===== src/rtl/axi4_lite_traffic_gen_pkg.sv =====
// Shared types and constants for the AXI4-Lite traffic generator.
// Holds the FSM state enum, default parameters, and LFSR seeds/taps.
package axi4_lite_traffic_gen_pkg;

  typedef enum logic [2:0] {
    IDLE,
    WR_REQ,
    WR_DATA,
    WR_WAIT,
    RD_REQ,
    RD_DATA,
    DONE
  } tg_state_e;

  localparam int DEF_ADDRESS_WIDTH = 32;
  localparam int DEF_DATA_WIDTH    = 32;
  localparam int DEF_LEN_WIDTH     = 5;
  localparam int DEF_MAX_LEN       = 16;
  localparam int DEF_NUM_BURSTS    = 16;
  localparam int DEF_TIMEOUT       = 255;

  // Galois taps for x^32 + x^22 + x^2 + x + 1 (right-shifting form).
  localparam logic [31:0] LFSR_TAPS = 32'h8020_0003;
  localparam logic [31:0] DATA_SEED = 32'hACE1_2468;
  localparam logic [31:0] ADDR_SEED = 32'h1357_9BDF;

endpackage


===== src/rtl/axi4_lite_traffic_gen_lfsr_gen.sv =====
// Parametrised Galois LFSR with synchronous load and advance enable.
// Ports: clock, active-low sync reset, load/load_val, en, q (state).
module lfsr_gen #(
  parameter int               WIDTH = 32,
  parameter logic [WIDTH-1:0] TAPS  = '1,
  parameter logic [WIDTH-1:0] SEED  = '1
) (
  input  logic             axi4_lite_aclk,
  input  logic             axi4_lite_aresetn,
  input  logic             load,
  input  logic [WIDTH-1:0] load_val,
  input  logic             en,
  output logic [WIDTH-1:0] q
);

  always_ff @(posedge axi4_lite_aclk) begin
    if (!axi4_lite_aresetn) begin
      q <= SEED;
    end else if (load) begin
      q <= load_val;
    end else if (en) begin
      q <= {1'b0, q[WIDTH-1:1]} ^ (q[0] ? TAPS : '0);
    end
  end

endmodule


===== src/rtl/axi4_lite_traffic_gen.sv =====
// Write-then-read-back traffic generator for a simple AXI4-Lite master.
// Ports: start/addr_mode/len_mode in; WRITE/READ/CPU_ADDR/DATA_* out;
// DATA_OUT/OUT_VALID/BUSY in; done/pass/timeout/error_count status.
module axi4_lite_traffic_gen
  import axi4_lite_traffic_gen_pkg::*;
#(
  parameter int ADDRESS_WIDTH = DEF_ADDRESS_WIDTH,
  parameter int DATA_WIDTH    = DEF_DATA_WIDTH,
  parameter int LEN_WIDTH     = DEF_LEN_WIDTH,
  parameter int MAX_LEN       = DEF_MAX_LEN,
  parameter int NUM_BURSTS    = DEF_NUM_BURSTS,
  parameter int TIMEOUT       = DEF_TIMEOUT
) (
  input  logic                     axi4_lite_aclk,
  input  logic                     axi4_lite_aresetn,
  input  logic                     start,
  input  logic                     addr_mode,
  input  logic                     len_mode,
  output logic                     WRITE,
  output logic                     READ,
  output logic [ADDRESS_WIDTH-1:0] CPU_ADDR,
  output logic [LEN_WIDTH-1:0]     DATA_LENGTH,
  output logic [DATA_WIDTH-1:0]    DATA_IN,
  output logic                     DATA_VALID,
  input  logic [DATA_WIDTH-1:0]    DATA_OUT,
  input  logic                     OUT_VALID,
  input  logic                     BUSY,
  output logic                     done,
  output logic                     pass,
  output logic                     timeout,
  output logic [15:0]              error_count
);

  tg_state_e state, state_nxt;

  logic [ADDRESS_WIDTH-1:0] seq_addr;
  logic [LEN_WIDTH-1:0]     cyc_len;
  logic [LEN_WIDTH-1:0]     beat_cnt;
  logic [15:0]              burst_cnt;
  logic [15:0]              wait_cnt;
  logic [DATA_WIDTH-1:0]    seed_q;
  logic                     seen_busy;
  logic                     amode_q;
  logic                     lmode_q;

  logic [DATA_WIDTH-1:0]    d_q;
  logic [ADDRESS_WIDTH-1:0] a_q;

  logic fire_wr, fire_rd, wr_beat, rd_beat;
  logic pair_done, to_hit, mismatch, progress;
  logic start_take, idle_lim, last_burst;

  assign idle_lim   = (wait_cnt == 16'(TIMEOUT - 1));
  assign last_burst = (burst_cnt == 16'(NUM_BURSTS - 1));
  assign start_take = start && (state == IDLE || state == DONE);
  assign mismatch   = rd_beat && (DATA_OUT != d_q);
  // A wait state is idle while it neither moves on nor takes a beat.
  assign progress   = (state_nxt != state) || rd_beat;

  lfsr_gen #(
    .WIDTH(DATA_WIDTH),
    .TAPS (DATA_WIDTH'(LFSR_TAPS)),
    .SEED (DATA_WIDTH'(DATA_SEED))
  ) u_data_lfsr (
    .axi4_lite_aclk   (axi4_lite_aclk),
    .axi4_lite_aresetn(axi4_lite_aresetn),
    .load             (fire_rd),
    .load_val         (seed_q),
    .en               (fire_wr || wr_beat || rd_beat),
    .q                (d_q)
  );

  lfsr_gen #(
    .WIDTH(ADDRESS_WIDTH),
    .TAPS (ADDRESS_WIDTH'(LFSR_TAPS)),
    .SEED (ADDRESS_WIDTH'(ADDR_SEED))
  ) u_addr_lfsr (
    .axi4_lite_aclk   (axi4_lite_aclk),
    .axi4_lite_aresetn(axi4_lite_aresetn),
    .load             (1'b0),
    .load_val         ('0),
    .en               (fire_wr && amode_q),
    .q                (a_q)
  );

  always_ff @(posedge axi4_lite_aclk) begin
    if (!axi4_lite_aresetn) state <= IDLE;
    else                    state <= state_nxt;
  end

  always_comb begin
    state_nxt = state;
    fire_wr   = 1'b0;
    fire_rd   = 1'b0;
    wr_beat   = 1'b0;
    rd_beat   = 1'b0;
    pair_done = 1'b0;
    to_hit    = 1'b0;
    unique case (state)
      IDLE, DONE: begin
        if (start) state_nxt = WR_REQ;
      end
      WR_REQ: begin
        if (!BUSY) begin
          fire_wr   = 1'b1;
          state_nxt = WR_DATA;
        end else if (idle_lim) begin
          to_hit    = 1'b1;
          state_nxt = DONE;
        end
      end
      WR_DATA: begin
        if (beat_cnt < DATA_LENGTH) wr_beat = 1'b1;
        else                        state_nxt = WR_WAIT;
      end
      WR_WAIT: begin
        if (seen_busy && !BUSY) begin
          state_nxt = RD_REQ;
        end else if (idle_lim) begin
          // Never-busy masters are let through; a stuck one is an error.
          if (seen_busy || BUSY) begin
            to_hit    = 1'b1;
            state_nxt = DONE;
          end else begin
            state_nxt = RD_REQ;
          end
        end
      end
      RD_REQ: begin
        if (!BUSY) begin
          fire_rd   = 1'b1;
          state_nxt = RD_DATA;
        end else if (idle_lim) begin
          to_hit    = 1'b1;
          state_nxt = DONE;
        end
      end
      RD_DATA: begin
        if (OUT_VALID) begin
          rd_beat = 1'b1;
          if (beat_cnt == DATA_LENGTH - LEN_WIDTH'(1)) begin
            pair_done = 1'b1;
            state_nxt = last_burst ? DONE : WR_REQ;
          end
        end else if (idle_lim) begin
          to_hit    = 1'b1;
          state_nxt = DONE;
        end
      end
      default: state_nxt = IDLE;
    endcase
  end

  always_ff @(posedge axi4_lite_aclk) begin
    if (!axi4_lite_aresetn) begin
      WRITE       <= 1'b0;
      READ        <= 1'b0;
      CPU_ADDR    <= '0;
      DATA_LENGTH <= '0;
      DATA_IN     <= '0;
      DATA_VALID  <= 1'b0;
      done        <= 1'b0;
      pass        <= 1'b0;
      timeout     <= 1'b0;
      error_count <= '0;
      seq_addr    <= '0;
      cyc_len     <= LEN_WIDTH'(1);
      beat_cnt    <= '0;
      burst_cnt   <= '0;
      wait_cnt    <= '0;
      seed_q      <= '0;
      seen_busy   <= 1'b0;
      amode_q     <= 1'b0;
      lmode_q     <= 1'b0;
    end else begin
      WRITE    <= fire_wr;
      READ     <= fire_rd;
      wait_cnt <= progress ? '0 : wait_cnt + 16'd1;
      if (start_take) begin
        done        <= 1'b0;
        pass        <= 1'b0;
        timeout     <= 1'b0;
        error_count <= '0;
        burst_cnt   <= '0;
        seq_addr    <= '0;
        cyc_len     <= LEN_WIDTH'(1);
        amode_q     <= addr_mode;
        lmode_q     <= len_mode;
      end
      if (fire_wr) begin
        CPU_ADDR    <= amode_q ? (a_q & ~ADDRESS_WIDTH'(3)) : seq_addr;
        DATA_LENGTH <= lmode_q ? cyc_len : LEN_WIDTH'(MAX_LEN);
        DATA_IN     <= d_q;
        DATA_VALID  <= 1'b1;
        seed_q      <= d_q;
        beat_cnt    <= LEN_WIDTH'(1);
        seen_busy   <= 1'b0;
        seq_addr    <= seq_addr + ADDRESS_WIDTH'(MAX_LEN);
        cyc_len     <= (cyc_len == LEN_WIDTH'(MAX_LEN)) ?
                       LEN_WIDTH'(1) : cyc_len + LEN_WIDTH'(1);
      end
      if (wr_beat) begin
        DATA_IN  <= d_q;
        beat_cnt <= beat_cnt + LEN_WIDTH'(1);
      end
      if (state == WR_DATA && !wr_beat) begin
        DATA_VALID <= 1'b0;
        DATA_IN    <= '0;
      end
      if (state == WR_WAIT && BUSY) seen_busy <= 1'b1;
      if (fire_rd) beat_cnt <= '0;
      if (rd_beat) beat_cnt <= beat_cnt + LEN_WIDTH'(1);
      if (mismatch && error_count != 16'hFFFF) begin
        error_count <= error_count + 16'd1;
      end
      if (pair_done) burst_cnt <= burst_cnt + 16'd1;
      if (to_hit) timeout <= 1'b1;
      if (state_nxt == DONE && state != DONE) begin
        done <= 1'b1;
        pass <= !to_hit && (error_count == 16'd0) && !mismatch;
      end
    end
  end

endmodule


===== config.mk =====
export PLATFORM = sky130hd
export DESIGN_NAME = axi4_lite_traffic_gen
export DESIGN_NICKNAME = d
export VERILOG_FILES = /design/src/rtl/axi4_lite_traffic_gen_pkg.sv /design/src/rtl/axi4_lite_traffic_gen_lfsr_gen.sv /design/src/rtl/axi4_lite_traffic_gen.sv
export SDC_FILE = /design/constraint.sdc
export NUM_CORES = 1
export LEC_CHECK = 0
export CAP_MARGIN = 20
export CORE_UTILIZATION = 50
export DETAILED_ROUTE_END_ITERATION = 7
export PLACE_DENSITY = 0.72
export SYNTH_ARGS = -nofsm -noshare
export SYNTH_HDL_FRONTEND = slang
export SYNTH_SLANG_ARGS = --single-unit

===== constraint.sdc =====
create_clock -name axi4_lite_aclk -period 3.6 [get_ports axi4_lite_aclk]
set_input_delay 0.36 -clock axi4_lite_aclk [delete_from_list [all_inputs] [get_ports axi4_lite_aclk]]
set_output_delay 0.36 -clock axi4_lite_aclk [all_outputs]
set_load 0.01 [all_outputs]

==> results of run 1 <==
-- logic make-up after synthesis --
family | count (synthesis) | synth area share
adders and majority gates | 15 | 0.01596
and+or+nand+nor | 678 | 0.2653
muxes | 42 | 0.03651
DFF | 262 | 0.4461
AOI/OAI and AO/OA | 278 | 0.1500
xor gates and xnor gates | 65 | 0.04842
buffers and inverters | 114 | 0.03767
-- synth_stat cells, drive strengths merged (3+ instances only) --
master / number
nand2: 328
dfxtp: 262
nor2: 124
a21oi: 115
clkbuf: 90
nand3: 70
xor2: 55
o21ai: 42
a211oi: 35
and3: 35
mux2i: 35
nor3: 31
a311oi: 20
inv: 18
nor4: 16
ha: 15
nand4: 13
and2: 12
o211ai: 12
xnor2: 10
nand2b: 9
nand3b: 9
o31ai: 9
mux2: 7
o21a: 7
buf: 6
or2: 6
a31oi: 5
and4: 5
or3: 5
or4: 5
a22o: 4
o2111ai: 4
o22ai: 4
a21o: 3
nor2b: 3
-- registers in the layout (all words and copies together), names as in the netlist, 3 cells and up --
| signal | count |
|---|---|
| error_count | 16 |
| seq_addr | 28 |
| cyc_len | 5 |
| state | 3 |
| DATA_LENGTH | 5 |
| u_data_lfsr.q | 32 |
| CPU_ADDR | 31 |
| seed_q | 32 |
| beat_cnt | 5 |
| wait_cnt | 16 |
| burst_cnt | 16 |
| DATA_IN | 32 |
| u_addr_lfsr.q | 32 |
-- power by group through the flow --
stage / clock network, mW / logic, mW / registers, mW
floorplan: 0 / 0.437 / 3.17
global placement: 0 / 0.699 / 3.19
detailed placement: 0 / 0.711 / 3.19
CTS: 3.14 / 0.716 / 3.13
global route: 3.27 / 0.789 / 3.15
finish: 3.09 / 0.711 / 3.13
-- through the flow --
| step | power (mW) | hold slack, ns |
|---|---|---|
| after floorplan | 3.612 | 0.4365 |
| after global placement | 3.889 | 0.4398 |
| after detailed placement | 3.901 | 0.4476 |
| after CTS | 6.984 | 0.3073 |
| after global routing | 7.200 | 0.3251 |
| final | 6.932 | 0.3187 |
-- area by class of cell --
class	instances	area, um^2	share of cell area
clock buffers	37	805.8	0.05650
clock inverters	13	196.4	0.01377
inverters	18	70.07	0.004913
multi-input cells	1078	6082	0.4265
flip-flops and latches	262	5246	0.3679
well taps	313	391.6	0.02746
repair buffers	150	1469	0.1030
-- critical path: stages, from the launching register on --
cell	delay [ns]
dfxtp_1	0.66
or4b_2	0.75
nor3_1	0.44
nand2_1	0.14
nor3_1	0.33
mux2_2	0.38
nor2_1	0.07
-- worst paths after layout --
path / to / slack (ns) / start / cells after the start
worst min-delay path: u_addr_lfsr.q[8] / 0.32 / axi4_lite_aresetn / 2
worst max-delay path: seq_addr[27] / 0.77 / state[0] / 6
worst min register to register: DATA_IN[24] / 0.45 / DATA_IN[24] / 2
worst max register to register: seq_addr[27] / 0.77 / state[0] / 6
-- layer usage --
layer / track usage / routed length [um]
met5: 0 / 0
met4: 0.08310 / 825
met3: 0.03315 / 1418
met2: 0.3985 / 13720
met1: 0.3270 / 13280
==> results.cfg, run 1 <==
[synthesis]
synth-seq-area-share = 0.4461
synth_enable_flop_cells = 0
syn_area_per_cell_um2 = 8.085
yosys.area.top_type = dfxtp_1
async_reset_ff_frac = 0
syn_nets = 1508
ys_ff_latch = 262
synth_flop_cell = dfxtp_1
synth_warnings = 0
synth_top_area_frac = 0.4461
synth_area_um2 = 11760
ys_types = 64
synth.area.top_cells = dfxtp_1 (45%), nand2_1 (10%), a21oi_1 (4.9%), xor2_1 (4.1%), nor2_1 (4.0%)
synthCells = 1454

[power_and_ir_drop]
p_comb_frac = 0.103
leakage_nw = 5.177
p_sw_frac = 0.2441
vdd_drop_max_mv = 0.3426
p_switching_mw = 1.692
clockPowerShare = 0.446
p_int_mw = 5.239
p_per_area_nw_per_um2 = 486.1
seqPwrFrac = 0.452

[clock_tree]
cts_tree = done
clkLatencyLatePin_ns = 0.54
cts_sinks = 262
root_buffer = clkbuf_16
htree_levels = 1
cts_post_setup_buffers_inserted = 0
cts_hold_buf = 0
clockBufferDepth = 3
path_clk_slew_ns = 0.06
cts_resized = 0
cts-buffers-inserted = 29

[die]
start_util = 0.5146
die_w_um = 155.3
die-area_um2 = 24130
core-area_um2 = 22850
pin_count = 130
num_rows = 55
fp.dieH_um = 155.3

[sta]
fin_ws_ns = 0.7673
rsz0062_at_grt = no
worst_pin_slew_ns = 0.8973
fin_tns_setup_ns = 0
relSlewSlack = 0.4017
fmax_ghz = 0.3530
finalClockSkew_ns = 0.01352
hold_violations = 0
timing.final.crit_period_ns = 2.833
min_period_over_period = 0.7869
setup_viol = 0
slew_violations = 0

[grt]
grt_pass1_vias = 9827
grt_start_max_net_pins = 102
grt_pass1_wl_um = 48380
overflow = 0
grt_antenna_before_repair = 0
grt_usage = 0.2426

[hold_path]
min_path_type = input port to flop

[routing]
drc = 0
drtPass1Iterations = 5
vias = 10470
vias_per_cell = 5.596
drt_iter0_drc = 653
wl_um = 29240
detail-route-antenna-nets = 0
wl_per_cell_um = 15.63

[layout]
fillers = 2037
fin_nets = 1593
postLayoutCellArea_um2 = 14260
final_common_cell = nand2_1
post-route-util = 0.6242
layout_common_cells = nand2_1 (328), dfxtp_1 (261), clkdlybuf4s50_1 (128), nor2_1 (124), a21oi_1 (115)
fin_cells = 1871
num_antenna_cells = 0
drive_above_1_share = 0.06804
syn2layout_area_growth_pct = 21.31

[critical_path]
end_kind = flop
cp.required_ns = 4.08
crit_path_max_fanout = 17
path_class = flop to flop
cp.arrival_ns = 3.31
start_kind = flop

[placement]
gp_congestion = 0.8506
dpl.cell_count = 1821
dp_worst_setup_slack_ns = 0.5047
io_buffers = 129
dp_hpwl_um = 19290
placed_area_um2 = 13260

[run_status]
status = finished, final reports clean

[run]
maxCapViolations = 0
(Power assumes the default switching activity.)
==> run 2: changes to the inputs <==
--- a/config.mk
+++ b/config.mk
@@ -8,7 +8,7 @@
 export CAP_MARGIN = 20
 export CORE_UTILIZATION = 50
 export DETAILED_ROUTE_END_ITERATION = 7
-export PLACE_DENSITY = 0.72
+export PLACE_DENSITY = 0.75
 export SYNTH_ARGS = -nofsm -noshare
 export SYNTH_HDL_FRONTEND = slang
 export SYNTH_SLANG_ARGS = --single-unit
==> constraint.sdc (replaced) <==
create_clock -name axi4_lite_aclk -period 2.6 [get_ports axi4_lite_aclk]
set_input_delay 0.26 -clock axi4_lite_aclk [delete_from_list [all_inputs] [get_ports axi4_lite_aclk]]
set_output_delay 0.26 -clock axi4_lite_aclk [all_outputs]
set_load 0.01 [all_outputs]
==> run 2 against run 1 <==
  * Worst setup slack worse by 0.76 ns
  * Hold slack lost 0.27 ns
  * Non-clock buffer count is 39 higher
  * Total power rose by 36%
  * Count of clock-buffer cells in the layout unchanged
  * Via count is 1.6% higher
  * Largest cell class unchanged
==> results.cfg, run 2 (same netlist as run 1, synthesis figures left out) <==
[clock_tree]
cts_tree = done
cts_hold_buf = 0
cts-buffers-inserted = 27
path_clk_slew_ns = 0.06
root_buffer = clkbuf_16
clkLatencyLatePin_ns = 0.53
htree_levels = 1
clockBufferDepth = 3
cts_sinks = 262

[critical_path]
r2r-end = wait_cnt[15]
ff2ff_path_depth = 8
path_class = flop to flop
end_kind = flop
crit_path_max_fanout = 8
worstReg2RegStart = wait_cnt[9]
reg2reg_slack_ns = 0.007
start_kind = flop
cp.required_ns = 3.05
cp.arrival_ns = 3.05

[sta]
relSlewSlack = 0.6972
rsz0062_at_grt = yes
fin_tns_setup_ns = 0
timing.final.crit_period_ns = 2.593
worst_pin_slew_ns = 0.4500
finalClockSkew_ns = 0.01145
fmax_ghz = 0.3857
min_period_over_period = 0.9973
slew_violations = 0
hold_violations = 0
setup_viol = 0

[routing]
wl_per_cell_um = 15.41
vias = 10640
vias_per_cell = 5.573
detail-route-antenna-nets = 0
drtPass1Iterations = 5
drc = 0
drt_iter0_drc = 678
wl_um = 29430

[run_status]
status = finished, final reports clean

[power_and_ir_drop]
vdd_drop_max_mv = 0.5263
fin_total_pwr_mw = 9.434
p_per_area_nw_per_um2 = 641.9
leakage_nw = 5.430

[die]
core-area_um2 = 22850
fp.dieH_um = 155.3
die_w_um = 155.3
start_util = 0.5146
num_rows = 55
die-area_um2 = 24130
pin_count = 130

[grt]
grt_antenna_before_repair = 0
grt_pass1_vias = 9517
grt_pass1_wl_um = 47710
grt_usage = 0.2388
grt_start_max_net_pins = 58
overflow = 0

[layout]
post-route-util = 0.6433
num_antenna_cells = 0
fin_nets = 1630
syn2layout_area_growth_pct = 25.01
postLayoutCellArea_um2 = 14700
layout_common_cells = nand2_1 (327), dfxtp_1 (258), clkdlybuf4s50_1 (128), nor2_1 (124), a21oi_1 (115)
final_common_cell = nand2_1
drive_above_1_share = 0.09586

[placement]
dp_hpwl_um = 19790
placed_area_um2 = 13620
io_buffers = 129
gp_congestion = 0.8650

[hold_path]
holdPathEnd = u_addr_lfsr.q[25]
hold_depth = 2
hp-start = axi4_lite_aresetn
min_path_type = input port to flop

[run]
maxCapViolations = 0
[run 2: changes by cell type in the layout (fill, tap and decap cells not counted), moves of 3 or more]
cell      change
buf_4        +31
nor3_4        +9
buf_12        +7
nor3_1        -6
clkbuf_1      +3
dfxtp_1       -3
dfxtp_2       +3
nor3_2        -3
[run 2: metal layers]
metal / part of all wire / up-vias / routed length (um) / track usage
met5: 0 / - / 0 / 0
met1: 0.44 / 4984 / 13060 / 0.3178
met2: 0.48 / 318 / 14160 / 0.4057
met4: 0.026 / 0 / 773 / 0.06723
met3: 0.049 / 57 / 1431 / 0.03036
li1: - / 5280 / - / -
[run 2: through the flow]
stage	setup slack, ns	cells	hold slack (ns)
final	0.007108	1909	0.04696
after global routing	-0.06955	1909	0.04752
after CTS	-0.03179	1908	0.02602
after detailed placement	-0.05052	1857	0.4437
after global placement	-0.05129	1857	0.4398
after floorplan	0.05142	1454	0.4039
[run 2: timing repair]
item / in CTS / in global routing
pin swaps: 3 / 19
buffers inserted: 1 / 1
gates cloned: 1 / 0
resized for setup: 10 / 16
setup endpoints to repair: 8 / 22
[run 2: how the worst max path moves through the flow]
stage	end	startpoint	slack (ns)	depth (start not counted)
detailed placement	seq_addr[27]	BUSY	-0.05	8
global placement	seq_addr[27]	BUSY	-0.05	8
global route	wait_cnt[15]	wait_cnt[9]	-0.07	8
finish	wait_cnt[15]	wait_cnt[9]	0.007	8
CTS	wait_cnt[7]	wait_cnt[11]	-0.03	8
floorplan	burst_cnt[6]	DATA_LENGTH[0]	0.05	9
[run 2: layout make-up]
| cell class | instances | area (um^2) |
|---|---|---|
| Clock inverter | 12 | 168.9 |
| Clock buffer | 37 | 753.2 |
| Tap cell | 313 | 391.6 |
| Sequential cell | 262 | 5250 |
| Multi-Input combinational cell | 1078 | 6196 |
| Inverter | 18 | 70.07 |
| Timing Repair Buffer | 189 | 1867 |
| Fill cell | 1973 | 8150 |
[run 2: worst max-delay path: stages (launching register included)]
cell	delay (ns)
dfxtp_2	0.32
or4_4	0.53
or4_4	0.56
nor4_4	0.31
a21o_2	0.17
o2bb2ai_4	0.12
o2111ai_4	0.16
clkbuf_16	0.24
nor3_2	0.11
[run 2: where the power goes]
part	total, mW	internal, mW	switching, mW	leakage [nW]
Clock	4.01	2.42	1.58	0.455
Combinational	1.11	0.481	0.626	2.85
Sequential	4.32	4.17	0.147	2.13
Total	9.43	7.08	2.36	5.43
